==> src/rtl/tinyml_cmd_initiator_pkg.sv <==
// Shared tinyml constants: initiator FSM encoding, datapath widths and timeout counter width.
package tinyml_cmd_initiator_pkg;

  localparam int FUNC_ID_W = 10;
  localparam int DATA_W    = 32;
  localparam int TMO_CNT_W = 16;

  typedef logic [FUNC_ID_W-1:0] func_id_t;
  typedef logic [DATA_W-1:0]    data_t;
  typedef logic [TMO_CNT_W-1:0] tmo_cnt_t;

  typedef enum logic [1:0] {
    ST_IDLE = 2'd0,
    ST_CMD  = 2'd1,
    ST_RSP  = 2'd2,
    ST_DONE = 2'd3
  } state_t;

endpackage

==> src/rtl/tinyml_cmd_initiator.sv <==
// Host-side initiator for the tinyml custom-instruction port: issues one command at a time,
// waits for its response (bounded by TIMEOUT_CYCLES) and hands the result back to the host.
module tinyml_cmd_initiator
  import tinyml_cmd_initiator_pkg::*;
#(
  parameter int unsigned TIMEOUT_CYCLES = 4096
) (
  input  logic        clk,
  input  logic        rstn,

  input  logic        req_valid,
  output logic        req_ready,
  input  logic [9:0]  req_function_id,
  input  logic [31:0] req_inputs_0,
  input  logic [31:0] req_inputs_1,

  output logic        res_valid,
  input  logic        res_ready,
  output logic [31:0] res_data,
  output logic        res_timeout,

  output logic        cmd_valid,
  input  logic        cmd_ready,
  output logic [9:0]  cmd_function_id,
  output logic [31:0] cmd_inputs_0,
  output logic [31:0] cmd_inputs_1,

  input  logic        rsp_valid,
  input  logic [31:0] rsp_outputs_0,
  output logic        rsp_ready,

  input  logic        cmd_int,
  output logic        int_pending,
  input  logic        int_clear,

  output logic        busy
);

  localparam tmo_cnt_t TMO_LAST = tmo_cnt_t'(TIMEOUT_CYCLES - 1);

  state_t   state;
  tmo_cnt_t tmo_cnt;

  // NOTE: every register here is state, so all assignments are non-blocking; using '=' would
  // let later statements in the block see this cycle's update and break the registered timing.
  always_ff @(posedge clk) begin
    if (!rstn) begin
      state           <= ST_IDLE;
      tmo_cnt         <= '0;
      req_ready       <= 1'b0;
      cmd_valid       <= 1'b0;
      rsp_ready       <= 1'b0;
      res_valid       <= 1'b0;
      res_data        <= '0;
      res_timeout     <= 1'b0;
      cmd_function_id <= '0;
      cmd_inputs_0    <= '0;
      cmd_inputs_1    <= '0;
      int_pending     <= 1'b0;
      busy            <= 1'b0;
    end else begin
      // A new interrupt outranks a clear arriving in the same cycle.
      if (cmd_int) begin
        int_pending <= 1'b1;
      end else if (int_clear) begin
        int_pending <= 1'b0;
      end

      case (state)
        ST_IDLE: begin
          if (req_valid && req_ready) begin
            cmd_function_id <= req_function_id;
            cmd_inputs_0    <= req_inputs_0;
            cmd_inputs_1    <= req_inputs_1;
            req_ready       <= 1'b0;
            cmd_valid       <= 1'b1;
            rsp_ready       <= 1'b1;
            busy            <= 1'b1;
            state           <= ST_CMD;
          end else begin
            req_ready <= 1'b1;
          end
        end

        ST_CMD: begin
          // A response is only meaningful once the command has been taken.
          if (cmd_ready) begin
            cmd_valid <= 1'b0;
            if (rsp_valid) begin
              res_data    <= rsp_outputs_0;
              res_timeout <= 1'b0;
              rsp_ready   <= 1'b0;
              res_valid   <= 1'b1;
              state       <= ST_DONE;
            end else begin
              tmo_cnt <= '0;
              state   <= ST_RSP;
            end
          end
        end

        ST_RSP: begin
          if (rsp_valid) begin
            res_data    <= rsp_outputs_0;
            res_timeout <= 1'b0;
            rsp_ready   <= 1'b0;
            res_valid   <= 1'b1;
            state       <= ST_DONE;
          end else if (tmo_cnt == TMO_LAST) begin
            res_data    <= '0;
            res_timeout <= 1'b1;
            rsp_ready   <= 1'b0;
            res_valid   <= 1'b1;
            state       <= ST_DONE;
          end else begin
            tmo_cnt <= tmo_cnt + tmo_cnt_t'(1);
          end
        end

        ST_DONE: begin
          // req_ready rises with the return to IDLE, so the next accept is one cycle later.
          if (res_ready) begin
            res_valid <= 1'b0;
            busy      <= 1'b0;
            req_ready <= 1'b1;
            state     <= ST_IDLE;
          end
        end

        default: state <= ST_IDLE;
      endcase
    end
  end

endmodule

==> config.mk <==
export PLATFORM = sky130hd
export DESIGN_NAME = tinyml_cmd_initiator
export DESIGN_NICKNAME = d
export VERILOG_FILES = /design/src/rtl/tinyml_cmd_initiator_pkg.sv /design/src/rtl/tinyml_cmd_initiator.sv
export SDC_FILE = /design/constraint.sdc
export NUM_CORES = 1
export LEC_CHECK = 0
export CORE_ASPECT_RATIO = 1.2
export CORE_MARGIN = 4
export CORE_UTILIZATION = 44
export DETAILED_ROUTE_END_ITERATION = 16
export GPL_TIMING_DRIVEN = 1
export PLACE_DENSITY = 0.87
export SYNTH_ARGS = -nofsm -noshare
export SYNTH_HDL_FRONTEND = slang
export SYNTH_SLANG_ARGS = --single-unit
export TNS_END_PERCENT = 20
==> constraint.sdc <==
create_clock -name clk -period 3.3 [get_ports clk]
set_clock_uncertainty 0.1 [all_clocks]
set_input_delay 0.495 -clock clk [delete_from_list [all_inputs] [get_ports clk]]
set_output_delay 0.495 -clock clk [all_outputs]
set_load 0.02 [all_outputs]
After elaboration in Yosys (flattened, before gate mapping)
Cells that the tools add are included.
{"block": "totals", "register_bits": 131, "elab_cells": 82}
{"block": "classes", "addsub": 1, "eq_ne": 12, "mux": 39, "n_reduce_logical": 17}
{"operator": "2-to-1 mux 32 bit", "n": 4}
{"operator": "2-to-1 mux 16 bit", "n": 4}
{"operator": "case mux 32 bit (2 select lines)", "n": 1}
{"operator": "case mux 16 bit (2 select lines)", "n": 1}
{"operator": "2-to-1 mux 1 bit", "n": 17}
{"operator": "adder 16 x 1 -> 16 bit, second input constant", "n": 1}
{"operator": "== test 16 x 12 -> 1 bit, second input constant", "n": 1}
{"operator": "AND reduction 5 bit", "n": 3}
{"operator": "inequality test 2 bit, second input constant", "n": 7}
{"operator": "2-to-1 mux 2 bit", "n": 5}
{"operator": "case mux 1 bit (2 select lines)", "n": 4}
{"operator": "case mux 2 bit (4 select lines)", "n": 1}
{"operator": "AND reduction 4 bit", "n": 2}
{"operator": "nonzero test 2 bit", "n": 4}
{"operator": "case mux 1 bit (3 select lines)", "n": 2}
{"operator": "AND reduction 3 bit", "n": 2}
{"operator": "nonzero test 3 bit", "n": 2}
{"operator": "== test 2 bit, second input constant", "n": 2}
{"operator": "AND reduction 2 bit", "n": 2}
{"operator": "inequality test 3 bit, second input constant", "n": 1}
{"operator": "== test 2 x 1 -> 1 bit, second input constant", "n": 1}
{"operator": "zero test 2 bit", "n": 1}
{"operator": "logical AND 1 bit", "n": 1}

Longest topological paths before layout
Gate-level depths: netlist of the first run.
{"block": "depth", "depth_word": 4, "ltp_mapped": 8, "ltp_nobuf": 6}

Least setup slack after synthesis of the first run
Ideal clock, no wire load.
{"block": "synth_timing", "path_type": "register to register", "startpoint": "register state[1]", "endpoint": "register tmo_cnt[12]", "setup_time_ns": 0.070, "t_arrival_ns": 1.774, "required_time_ns": 3.130, "path_slack_ns": 1.356, "stages_incl_launch_ff": 9, "path_buffers": 2, "period_less_slack_ns": 1.944, "path_cell_list": "dfxtp_1 inv_1 ha_1 buf_6 mux2_4 nand4b_4 buf_6 or4_1 a21oi_1"}
{"block": "synth_between", "elab_chain_len": 3}
{"item": "start: declaration", "line_no": "tinyml_cmd_initiator.sv:41", "rtl": "state_t state;"}
{"item": "start signal: assignment", "line_no": "tinyml_cmd_initiator.sv:48", "rtl": "state <= ST_IDLE;"}
{"item": "start signal: assignment", "line_no": "tinyml_cmd_initiator.sv:79", "rtl": "state <= ST_CMD;"}
{"item": "start signal: assignment", "line_no": "tinyml_cmd_initiator.sv:94", "rtl": "state <= ST_DONE;"}
{"item": "== test 2 bit or == test 2 x 1 -> 1 bit (tied branches)", "line_no": "tinyml_cmd_initiator.sv:69", "rtl": "case (state)"}
{"item": "inequality test 2 bit (no line) or nonzero test 2 bit (tied branches)"}
{"item": "AND reduction 5 bit (no line)"}
{"item": "end signal: assignment", "line_no": "tinyml_cmd_initiator.sv:116", "rtl": "tmo_cnt <= tmo_cnt + tmo_cnt_t'(1);"}
{"item": "end: declaration", "line_no": "tinyml_cmd_initiator.sv:42", "rtl": "tmo_cnt_t tmo_cnt;"}
Several ways; a longest one is shown, not always the timed one.
A chain may end at the register's enable or synchronous reset.

Worst setup path after layout of the first run
{"block": "layout_timing", "startpoint": "register state[0]", "endpoint": "register res_data[0]"}
{"block": "layout_between", "elab_chain_len": 3}
{"item": "== test 2 bit or == test 2 x 1 -> 1 bit (tied branches)", "line_no": "tinyml_cmd_initiator.sv:69"}
{"item": "inequality test 3 bit (no line), or another cell as far along"}
{"item": "AND reduction 4 bit (no line)"}
{"item": "end signal: assignment", "line_no": "tinyml_cmd_initiator.sv:90", "rtl": "res_data <= rsp_outputs_0;"}
{"item": "end signal: assignment", "line_no": "tinyml_cmd_initiator.sv:104", "rtl": "res_data <= rsp_outputs_0;"}
{"item": "end: declaration", "line_no": "tinyml_cmd_initiator.sv:19", "rtl": "output logic [31:0] res_data,"}
Several ways; a longest one is shown, not always the timed one.

==> results, run 1 <==
- The number of pins exceeding their max-slew limit in the final report is 0.
- The final antenna-violating net count is 0.
- The count of final hold-check violations is 0.
- The synthesized net count is a little under 700.
- The synthesized design contains 0 enable-type register cells.
- The maximum fanout encountered on the critical timing path is 32.
- In this run the tightest slew margin relative to its limit is 0.1805.
- The per-instance average area after synthesis is 8.758 µm².
- STA puts the critical path data required time at 3.55 ns.
- For this block, the via count after detailed routing is slightly below 5000.
- The total of endpoints with negative setup slack in the final report is 0.
- For this design the ratio of total power to cell area is between 700 and 800 nW/µm².
- The share of the synthesized area in the top cell type is 0.5262.
- In the post-synthesis netlist, the biggest area contributors are sky130_fd_sc_hd__dfxtp_1 (53%), sky130_fd_sc_hd__nand2_1 (13%), sky130_fd_sc_hd__a21oi_1 (9.1%).
- The dominant synthesized flop cell is sky130_fd_sc_hd__dfxtp_1.
- The number of buffers created by CTS is 17.
- Derived from the worst setup path, the maximum achievable clock frequency is 374.3 MHz.
- The kind of start point of the critical path is a register.
- From bottom edge to top edge, the die measures ~120 µm.
- Once layout is complete, the utilization of the core stands at 0.7153.
- The total inserted antenna cells is 0.
- During synthesis, Yosys emitted a total of 0 warnings.
- Summed over all cells, the static leakage comes to ~0.0029 µW.
- The number of global-route vias before repair is between 5000 and 6000.
- In the global route stage, overall resource usage came out at 0.2260.
- For the pin with the worst max-slew slack, the measured transition is 1.228 ns.
- The final worst-path cycle share is 0.8096.
- The floorplan step defined a core boundary enclosing 11040 µm².
- The synthesized design spends more area on one cell type than any other, namely sky130_fd_sc_hd__dfxtp_1.
- The number of different library cells used by synthesis comes to around 50.
- The critical path class is reg -> reg.
- The final layout contains routed wiring with a total length of ~15 mm.
- Compared with the post-synthesis result, the final layout area differs by 58.40%.
- The capturing element type of the critical path is a register.
- For this configuration, the core starts out at a cell density of 0.4516.
- The first-pass GRT wire length is between 20 and 25 mm.
- Of the synthesized area, sequential elements account for 0.5262.
- The type of the tightest min-delay check is reg -> reg.
- The H-tree generated during clock tree synthesis spans 4 levels.
- The clock-pin slew on the worst setup and hold paths is 0.06 ns.
- The number of buffers between clock root and the deepest sink is 2.
- TritonCTS built the clock tree.
- The number of placed instances, taps included, is between 800 and 900.
- Once placement finished, the instance area stood at 7279 µm².
- The first detailed-routing pass ran for 4 iterations.
- The arrival time at the worst endpoint is 2.92 ns.
- The flow ran to the end, and the final reports show no timing, DRC or antenna violations.
- Summed over all nets, the half-perimeter wirelength after detailed placement is about 11 mm.
- The net count of the finished layout is between 800 and 900.
- The floorplan step defined a die boundary enclosing roughly 13000 µm².
- The share of synthesized flip-flops with an asynchronous set or reset is 0.
- For the finished layout, the period the worst path requires is between 2 and 3 ns.
- The share of cells above drive strength 1 is 0.06195.
- The placer's final routability congestion estimate is 0.8101.
- The tool flagged a number of max-cap violations equal to 0.
- The count of pins on the block boundary is approximately 230.
- The clock insertion delay at the later pin of the skew report is about 0.4 ns.
- The post-route DRC violation count is 0.
- Sorting the synthesized cells by how often they occur yields sky130_fd_sc_hd__nand2_1 (166), sky130_fd_sc_hd__dfxtp_1 (131), sky130_fd_sc_hd__a21oi_1 (91).
- In the routed layout, each cell is associated on average with a via count of approximately 5.3.
- The accumulated negative setup slack is 0 ns.
- After routing the design area is between 7000 and 8000 µm².
- The number of buffers inserted by hold repair at cts is 0.
- The synthesized instance count is between 500 and 600.
- The cell area that synthesis handed to floorplanning was around 5000 µm².
- The sum of overflow across all layers after global routing is 0.
- In the post-synthesis netlist, the cell with the most instances is sky130_fd_sc_hd__nand2_1.
- The post-CTS setup repair buffer count is 0.
- The floorplan has 42 rows.
- Setup repair after global routing left no endpoint under its margin.
- Entering global routing, the biggest net connects 64 pins.
- Dividing the detail-routed wire length by the instance count gives ~16 µm.
- The quantity of gates resized following cts is 0.
- The number of DRC violations after detailed-routing iteration 0 is between 150 and 200.
- In this run the tool buffered the top-level ports with about 230 buffer cells.
- The post-layout instance count excluding filler cells is ~920.
- Counting flops and latches in the post-synthesis netlist gives 131.
- The sink count of the clock tree is roughly 130.
- The cell sitting at the root of the clock tree is a sky130_fd_sc_hd__clkbuf_16.
- IR analysis of the VDD net gives a maximum drop of roughly 0.4 mV.
- The width of the die is 105.2 µm.
- The initial antenna violation count came to 0.
-- critical path, stage by stage (launching register included) --
cell,delay (ns)
sky130_fd_sc_hd__dfxtp_1,0.35
sky130_fd_sc_hd__inv_1,0.10
sky130_fd_sc_hd__ha_1,0.43
sky130_fd_sc_hd__mux2_4,0.29
sky130_fd_sc_hd__nand2_1,0.10
sky130_fd_sc_hd__nor2_2,0.95
sky130_fd_sc_hd__a22o_1,0.26
-- logic make-up (layout without fill, tap and decap cells) --
family,Yosys count,after routing,synth area share
simple gates,222,222,0.2001
mux,7,7,0.01506
buf+inv,48,270,0.04645
fa+ha+maj,5,5,0.01255
flops,131,131,0.5262
compound gates,156,156,0.1996
-- stage by stage --
step | total power, µW | hold WS, ns | worst slack [ns]
4_1_cts | 5591 | 0.3544 | 0.6253
3_5_place_dp | 3676 | 0.3453 | 0.5041
3_3_place_gp | 3621 | 0.3410 | 0.6081
6_report | 5551 | 0.3544 | 0.6282
2_1_floorplan | 2926 | 0.3480 | 1.356
5_1_grt | 5817 | 0.3676 | 0.3750
-- layout make-up --
cell class	instances	area (µm²)
timing repair buffer	230	2317
clock inverter	10	120.1
multi-input combinational	390	2145
fill	783	3142
sequential	131	2623
tap	132	165.2
inverter	8	30.03
clock buffer	22	494.2
-- flip-flops by register name, indices dropped and copies added (netlist names), 2 cells and up --
name / flops
state: 2
tmo_cnt: 16
cmd_inputs_1: 32
res_data: 32
cmd_inputs_0: 32
cmd_function_id: 10
-- metal layers --
layer  up-vias  global-route usage  part of all wire
met5         -                   0                 0
met4         0              0.1058             0.032
met3        35              0.1120             0.097
met2       202              0.3865              0.50
met1      2280              0.2284              0.38
li1       2401                   -                 -
-- power breakdown --
part / internal [µW] / switching, µW / leakage [µW] / total, µW
Combinational: 777 / 909 / 0.00151 / 1690
Sequential: 1820 / 142 / 0.00106 / 1960
Clock: 1220 / 690 / 0.000299 / 1910
-- path summary, 6_finish.rpt --
kind,from,endpoint,slack (ns),cells past startpoint
hold / removal,cmd_function_id[0],cmd_function_id[0],0.35,2
setup reg to reg,state[0],res_data[0],0.63,6
setup / recovery,state[0],res_data[0],0.63,6
hold reg to reg,cmd_function_id[0],cmd_function_id[0],0.35,2
-- cell usage in the layout, fill, tap and decap left out, types with 3 or more instances in the layout --
cell type                         count
sky130_fd_sc_hd__a211oi_1             4
sky130_fd_sc_hd__nand2_1            166
sky130_fd_sc_hd__nand2b_1             3
sky130_fd_sc_hd__dfxtp_1            131
sky130_fd_sc_hd__a22o_1              32
sky130_fd_sc_hd__clkdlybuf4s50_1    226
sky130_fd_sc_hd__nor2b_1              3
sky130_fd_sc_hd__mux2i_1              6
sky130_fd_sc_hd__a21oi_1             91
sky130_fd_sc_hd__nand3_1              7
sky130_fd_sc_hd__ha_1                 5
sky130_fd_sc_hd__nor2_1               7
sky130_fd_sc_hd__o31ai_1              6
sky130_fd_sc_hd__or3_1                6
sky130_fd_sc_hd__o21ai_0              6
sky130_fd_sc_hd__clkbuf_8             5
sky130_fd_sc_hd__inv_1                7
sky130_fd_sc_hd__nand4_1              6
sky130_fd_sc_hd__clkbuf_16           17
sky130_fd_sc_hd__or4_1                6
Power figures use the tool's default switching activity.
==> run 2, diff against run 1 <==
--- a/config.mk
+++ b/config.mk
@@ -7,10 +7,10 @@
 export LEC_CHECK = 0
 export CORE_ASPECT_RATIO = 1.2
 export CORE_MARGIN = 4
-export CORE_UTILIZATION = 44
+export CORE_UTILIZATION = 37
 export DETAILED_ROUTE_END_ITERATION = 16
 export GPL_TIMING_DRIVEN = 1
-export PLACE_DENSITY = 0.87
+export PLACE_DENSITY = 0.79
 export SYNTH_ARGS = -nofsm -noshare
 export SYNTH_HDL_FRONTEND = slang
 export SYNTH_SLANG_ARGS = --single-unit
==> constraint.sdc (replaced) <==
create_clock -name clk -period 2.4 [get_ports clk]
set_clock_uncertainty 0.1 [all_clocks]
set_input_delay 0.36 -clock clk [delete_from_list [all_inputs] [get_ports clk]]
set_output_delay 0.36 -clock clk [all_outputs]
set_load 0.02 [all_outputs]
==> run 2 against run 1 <==
- die area rose by 18%
- final area is 1.4% higher
- maximum frequency increased by 28%
- first-iteration DRC count is 1.0% higher
- worst setup slack lost 0.31 ns
- global-route usage is 3.7 points lower
- via count decreased by 2.9%
- largest cell class unchanged
- wire length shrank 1.9%
- sequential cell count did not move
==> results, run 2 (synthesis results as in run 1) <==
- Relative to the synthesized area, the layout overhead comes to 60.63%.
- The peak clock frequency supported by timing came to 480.6 MHz (+28%).
- The capturing element type of the critical path is a register.
- The initial cell density of the core was 0.3765 (-0.07512).
- The initial antenna violation count is 1 (+1).
- The final antenna-violating net count is 0 (unchanged).
- The sum of overflow across all layers after global routing came to 0 (unchanged).
- The filler cell count is 1134 (+45%).
- The deepest level of the CTS H-tree is 4 (unchanged).
- The total of endpoints with negative setup slack in the final report was 0 (unchanged).
- The reg-to-reg startpoint is state[0].
- The number of buffers inserted by hold repair at cts is 0 (unchanged).
- The placer's final routability congestion estimate came to 0.8432 (+4.1%).
- The total power draw is 7556 µW (+36%).
- The post-layout instance count excluding filler cells is 969 (+5.0%).
- The kind of start point of the critical path is a register.
- The largest net degree at the start of global routing was 62 (-3.1%).
- The count of final hold-check violations is 0 (unchanged).
- The vertical die dimension is 135.1 µm (+8.5%).
- Setup repair after global routing left no endpoint under its margin.
- The total vias in the final route is 4775 (-2.9%).
- The arrival time at the worst endpoint is 2.33 ns (-0.59 ns).
- The clock-pin slew on the worst setup and hold paths is 0.06 ns (about the same).
- The die outline area was 15400 µm² (+18%).
- The first-pass GRT wire length is 23.22 mm (-3.0%).
- The final worst hold slack came to 0.3502 ns (-0.004256 ns).
- The site row count is 46 (+9.5%).
- The data required time at the worst endpoint was 2.65 ns (-0.90 ns).
- The sink count of the clock tree is 131 (unchanged).
- The first-pass iteration count of the detailed router is 4 (unchanged).
- The number of global-route vias before repair came to 4756 (-5.5%).
- The cell count of the worst hold path came to 2 (unchanged).
- The area inside the core boundary is 13240 µm² (+20%).
- The power density of the placed cells is 943.9 nW/µm² (+34%).
- The placed cell area is 7430 µm² (+2.1%).
- The post-layout instance area is 8005 µm² (+1.4%).
- The maximum fanout encountered on the critical timing path is 12 (-63%).
- The slew of the pin with the lowest slew margin came to 0.4078 ns (-0.8201 ns).
- The worst min-delay path startpoint is cmd_function_id[9].
- The number of vias per cell was 4.928 (-7.5%).
- The leakage power summed over all cells is 0.002903 µW (+1.1%).
- The quantity of gates resized following cts is 0 (unchanged).
- TritonCTS built the clock tree.
- The final worst-path cycle share came to 0.8670 (+0.05736).
- The number of I/O port buffers is 226 (unchanged).
- The post-CTS setup repair buffer count was 0 (unchanged).
- The placed instance count is 936 (+5.1%).
- The accumulated negative setup slack is 0 ns (unchanged).
- The worst flop-to-flop path endpoint is tmo_cnt[10].
- The worst slew slack as a fraction of its limit was 0.7259 (+0.5454).
- The number of DRC violations after detailed-routing iteration 0 is 200 (+1.0%).
- The top cell types in the final layout, fill and taps aside, are sky130_fd_sc_hd__clkdlybuf4s50_1 (226), sky130_fd_sc_hd__nand2_1 (166), sky130_fd_sc_hd__dfxtp_1 (131).
- The half-perimeter wire length after placement is 10.31 mm (-5.4%).
- The post-route DRC violation count was 0 (unchanged).
- The cell count of the worst reg-to-reg path is 5 (-1).
- The number of buffers created by CTS is 17 (unchanged).
- The count of nets after finishing is 906 (+1.0%).
- The wire length per cell after detailed routing is 15.15 µm (-6.5%).
- The sum of routed wire length over all layers was 14.68 mm (-1.9%).
- The number of buffers between clock root and the deepest sink came to 2 (unchanged).
- The critical path is of the reg -> reg type.
- The width of the die is 113.9 µm (+8.4%).
- The clock period minus final worst setup slack is 2.081 ns (-0.5910 ns).
- The worst hold endpoint is cmd_function_id[9].
- The count of pins on the block boundary is 227 (unchanged).
- The setup slack of the most critical reg-to-reg path came to 0.32 ns (-0.31 ns).
- The share of cells above drive strength 1 is 0.07125 (+0.009303).
- The type of the tightest min-delay check is reg -> reg.
- The library cell used most frequently in the layout, excluding fill and tap cells, is sky130_fd_sc_hd__clkdlybuf4s50_1.
- The flow ran to the end, and the final reports show no timing, DRC or antenna violations.
- The clock root buffer master is sky130_fd_sc_hd__clkbuf_16.
- The overall track demand over capacity in global routing came to 0.1885 (-0.03748).
- The highest ir drop seen on vdd is 0.6664 mV (+68%).
- The worst setup path startpoint is state[0].
- The largest registers in the layout are cmd_inputs_0: 32 flops, cmd_inputs_1: 32 flops, res_data: 32 flops.
- The total of max-cap violations is 0 (unchanged).
- The number of pins exceeding their max-slew limit in the final report is 0 (unchanged).
- The clock insertion delay at the later pin of the skew report came to 0.41 ns (about the same).
run 2: per-layer routing:
| layer | part of all wire | wire length [µm] | up-vias | global-route usage |
|---|---|---|---|---|
| li1 | - | - | 2415 | - |
| met1 | 0.38 | 5549 | 2152 | 0.2044 |
| met2 | 0.50 | 7304 | 179 | 0.3151 |
| met3 | 0.099 | 1457 | 29 | 0.08311 |
| met4 | 0.025 | 372 | 0 | 0.08713 |
| met5 | 0 | 0 | - | 0 |
run 2: how the worst max path moves through the flow:
stage                        to  slack (ns)  depth (start not counted)
floorplan           tmo_cnt[12]        0.46                          8
global placement    tmo_cnt[15]        0.18                          5
detailed placement  tmo_cnt[15]        0.13                          5
CTS                 tmo_cnt[15]        0.31                          5
global route        tmo_cnt[15]        0.14                          5
finish              tmo_cnt[10]        0.32                          5
run 2: power by group:
| group | switching (µW) | internal, µW |
|---|---|---|
| clock | 971 | 1510 |
| sequential | 190 | 2500 |
| combinational | 1270 | 1120 |
| total | 2430 | 5130 |
run 2: area by class of cell:
| type | count | area, µm² | area share |
|---|---|---|---|
| clock buffers | 21 | 470.5 | 0.05877 |
| repair buffers | 239 | 2422 | 0.3026 |
| flip-flops and latches | 131 | 2623 | 0.3276 |
| inverters | 8 | 30.03 | 0.003751 |
| diodes | 1 | 2.502 | 0.0003126 |
| well taps | 168 | 210.2 | 0.02626 |
| multi-input cells | 390 | 2145 | 0.2679 |
| clock inverters | 11 | 102.6 | 0.01282 |
run 2: worst max-delay path, stage by stage, from the launching register on:
cell and delay [ns]:
sky130_fd_sc_hd__dfxtp_1 0.41, sky130_fd_sc_hd__ha_1 0.38, sky130_fd_sc_hd__mux2_4 0.26, sky130_fd_sc_hd__nand4b_4 0.18
sky130_fd_sc_hd__or4_1 0.54, sky130_fd_sc_hd__a21oi_1 0.15
run 2: through the flow:
step,setup WS (ns),util
after floorplan,0.4560,-
after global placement,0.1794,0.5612
after detailed placement,0.1311,0.5612
after CTS,0.3134,0.6045
after global routing,0.1441,0.6047
final,0.3192,0.6047
==> run 3, diff against run 2 <==
--- a/config.mk
+++ b/config.mk
@@ -6,7 +6,7 @@
 export NUM_CORES = 1
 export LEC_CHECK = 0
 export CORE_ASPECT_RATIO = 1.2
-export CORE_MARGIN = 4
+export CORE_MARGIN = 1
 export CORE_UTILIZATION = 37
 export DETAILED_ROUTE_END_ITERATION = 16
 export GPL_TIMING_DRIVEN = 1
==> run 3 against run 2 <==
- worst setup slack lost 0.029 ns
- via count grew 1.7%
- register-to-register slack lost 0.03 ns
- total power grew 0.26%
- sequential share of layout area shrank 0.16 points
- sequential power is essentially flat
- sequential cell count is the same
- maximum frequency shrank 1.4%
- highest routed layer unchanged
==> results, run 3 (synthesis results as in run 1) <==
- The worst setup path is captured at a register.
- The worst slew slack as a fraction of its limit is 0.6559 (-0.06995).
- The vertical die dimension was 129.1 µm (-4.4%).
- The number of buffers inserted by hold repair at cts was 0 (unchanged).
- The largest net degree at the start of global routing is 60 (-3.2%).
- The global routing met2 resource utilization is 0.3398 (+0.02472).
- The overall track demand over capacity in global routing is 0.2017 (+0.01328).
- The kind of start point of the critical path is a register.
- The power density of the placed cells came to 941.7 nW/µm² (-0.24%).
- Traced cell by cell, the critical path runs through ha_1 -> mux2_4 -> nand2_1 -> o211a_2 -> buf_12 -> a22o_1.
- The post-CTS setup repair buffer count is 0 (unchanged).
- The sink count of the clock tree is 131 (unchanged).
- By startpoint and endpoint, the worst setup path is classified as reg -> reg.
- The master of the slowest instance on the critical path is sky130_fd_sc_hd__dfxtp_1.
- The area inside the core boundary is 13180 µm² (-0.44%).
- For hold timing, the worst endpoint is cmd_inputs_1[17].
- The width of the die came to 107.9 µm (-5.3%).
- Setup repair after global routing left no endpoint under its margin.
- The total of endpoints with negative setup slack in the final report is 0 (unchanged).
- The setup slack of the most critical reg-to-reg path was 0.29 ns (-0.03 ns).
- The type of the tightest min-delay check is reg -> reg.
- The arrival time at the worst endpoint is 2.37 ns (+0.04 ns).
- The library cell used most frequently in the layout, excluding fill and tap cells, is sky130_fd_sc_hd__clkdlybuf4s50_1.
- The first-pass GRT wire length is 21.63 mm (-6.8%).
- The critical path's largest stage delay is 0.41 ns (-0.13 ns).
- The number of pins exceeding their max-slew limit in the final report is 0 (unchanged).
- The clock root buffer master is sky130_fd_sc_hd__clkbuf_16.
- The leakage power summed over all cells is 0.002932 µW (+1.0%).
- The TritonCTS clock tree is yes.
- The die outline area is 13940 µm² (-9.5%).
- The worst flop-to-flop path endpoint is res_data[11].
- The maximum fanout encountered on the critical timing path is 32 (+20).
- The final worst hold slack is 0.3520 ns (+0.001843 ns).
- In the final layout, the registers with the most flip-flops are cmd_inputs_0: 32 flops, cmd_inputs_1: 32 flops, res_data: 32 flops.
- The sum of overflow across all layers after global routing came to 0 (unchanged).
- The number of global-route vias before repair is 4482 (-5.8%).
- The count of final hold-check violations is 0 (unchanged).
- The sum of routed wire length over all layers is 14.06 mm (-4.3%).
- The flow ran to the end, and the final reports show no timing, DRC or antenna violations.
- The met3 usage was 0.07394 (-0.009166).
- The reg-to-reg startpoint is state[0].
- The post-route DRC violation count is 0 (unchanged).
- The number of buffers created by CTS is 17 (unchanged).
- In this run the most critical hold path is launched from cmd_inputs_1[17].
- The count of pins on the block boundary was 227 (unchanged).
- After global routing, the most crowded layer is met2.
- The slew of the pin with the lowest slew margin is 0.5161 ns (+0.1083 ns).
- The wire length per cell after detailed routing is 14.42 µm (-4.9%).
- The number of vias per cell came to 4.979 (+1.0%).
- The share of the core filled with cells in the final layout came to 0.6104 (+0.005678).
- The worst setup slack after layout is 0.2902 ns (-0.02894 ns).
- The final antenna-violating net count was 0 (unchanged).
- Relative to the synthesized area, the layout overhead comes to 61.44%.
- The number of I/O port buffers is 226 (unchanged).
- The peak clock frequency supported by timing is 474.0 MHz (-1.4%).
- The cell count of the worst reg-to-reg path is 6 (+1).
- The highest ir drop seen on vdd is 0.5634 mV (-15%).
- The met1 usage came to 0.2228 (+0.01842).
- The post-layout instance count excluding filler cells is 975 (+0.62%).
- The deepest level of the CTS H-tree came to 4 (unchanged).
- The top cell types in the final layout, fill and taps aside, are sky130_fd_sc_hd__clkdlybuf4s50_1 (226), sky130_fd_sc_hd__nand2_1 (166), sky130_fd_sc_hd__dfxtp_1 (131).
- The first-pass iteration count of the detailed router is 4 (unchanged).
- The total of max-cap violations is 0 (unchanged).
- The number of buffers between clock root and the deepest sink is 2 (unchanged).
- The initial antenna violation count is 0 (-1).
- The clock period minus final worst setup slack is 2.110 ns (+0.02894 ns).
- The initial cell density of the core was 0.3781 (+0.001644).
- The placed instance count was 943 (+0.75%).
- The number of DRC violations after detailed-routing iteration 0 is 143 (-28%).
- The site row count is 46 (unchanged).
- The data required time at the worst endpoint came to 2.66 ns (about the same).
- The placer's final routability congestion estimate came to 0.7807 (-7.4%).
- The accumulated negative setup slack is 0 ns (unchanged).
- The half-perimeter wire length after placement is 9.986 mm (-3.1%).
- The total vias in the final route came to 4855 (+1.7%).
- The filler cell count is 1125 (-0.79%).
- The cell count of the worst hold path came to 2 (unchanged).
- The share of cells above drive strength 1 came to 0.07931 (+0.008056).
- The count of nets after finishing came to 913 (+0.77%).
- The clock-pin slew on the worst setup and hold paths is 0.06 ns (about the same).
- The placement-stage worst setup slack came to 0.2075 ns (+0.07643 ns).
- The quantity of gates resized following cts is 0 (unchanged).
- The total inserted antenna cells came to 0 (-1).
- The clock insertion delay at the later pin of the skew report was 0.41 ns (about the same).
- The final worst-path cycle share is 0.8791 (+0.01206).
run 3: final cells by class:
cell class	instances	area, µm²	area share
multi-input combinational	390	2145	0.2666
inverter	8	30.03	0.003733
clock buffer	20	456.7	0.05677
tap	168	210.2	0.02613
clock inverter	12	106.4	0.01322
timing repair buffer	246	2475	0.3076
sequential	131	2623	0.3260
run 3: worst max path at each step:
| stage | to | cells after the start | start | slack (ns) |
|---|---|---|---|---|
| final | res_data[11] | 6 | state[0] | 0.29 |
| after global routing | tmo_cnt[14] | 6 | state[1] | 0.14 |
| after CTS | res_data[11] | 7 | state[1] | 0.31 |
| after detailed placement | tmo_cnt[14] | 5 | cmd_ready | 0.21 |
| after global placement | tmo_cnt[10] | 5 | cmd_ready | 0.25 |
| after floorplan | tmo_cnt[12] | 8 | state[1] | 0.46 |
run 3: through the flow:
| stage | power (µW) | cell area (µm²) |
|---|---|---|
| 3_5_place_dp | 5176 | 7482 |
| 4_1_cts | 7651 | 8045 |
| 3_3_place_gp | 5146 | 7482 |
| 6_report | 7576 | 8045 |
| 5_1_grt | 7965 | 8045 |
| 2_1_floorplan | 4023 | 4984 |
run 3: per-layer routing:
metal / share of wire / up-vias
li1: - / 2426
met1: 0.40 / 2244
met2: 0.49 / 161
met3: 0.080 / 24
met4: 0.025 / 0
met5: 0 / -
run 3: worst max-delay path: cells and delay by family (launching register included):
family / cells / cell delay [ns]
multiplexers: 1 / 0.37
flip-flops: 1 / 0.41
AO/OA/AOI/OAI: 2 / 0.41
buffers and inverters: 1 / 0.18
adder cells (fa/ha/maj): 1 / 0.38
AND/OR/NAND/NOR: 1 / 0.19
run 3: where the power goes:
part           total (µW)  leakage, µW  internal (µW)  switching, µW
clock network        2450     0.000269           1480            977
registers            2680      0.00106           2500            187
logic                2440      0.00160           1170           1260
total                7580      0.00293           5150           2430
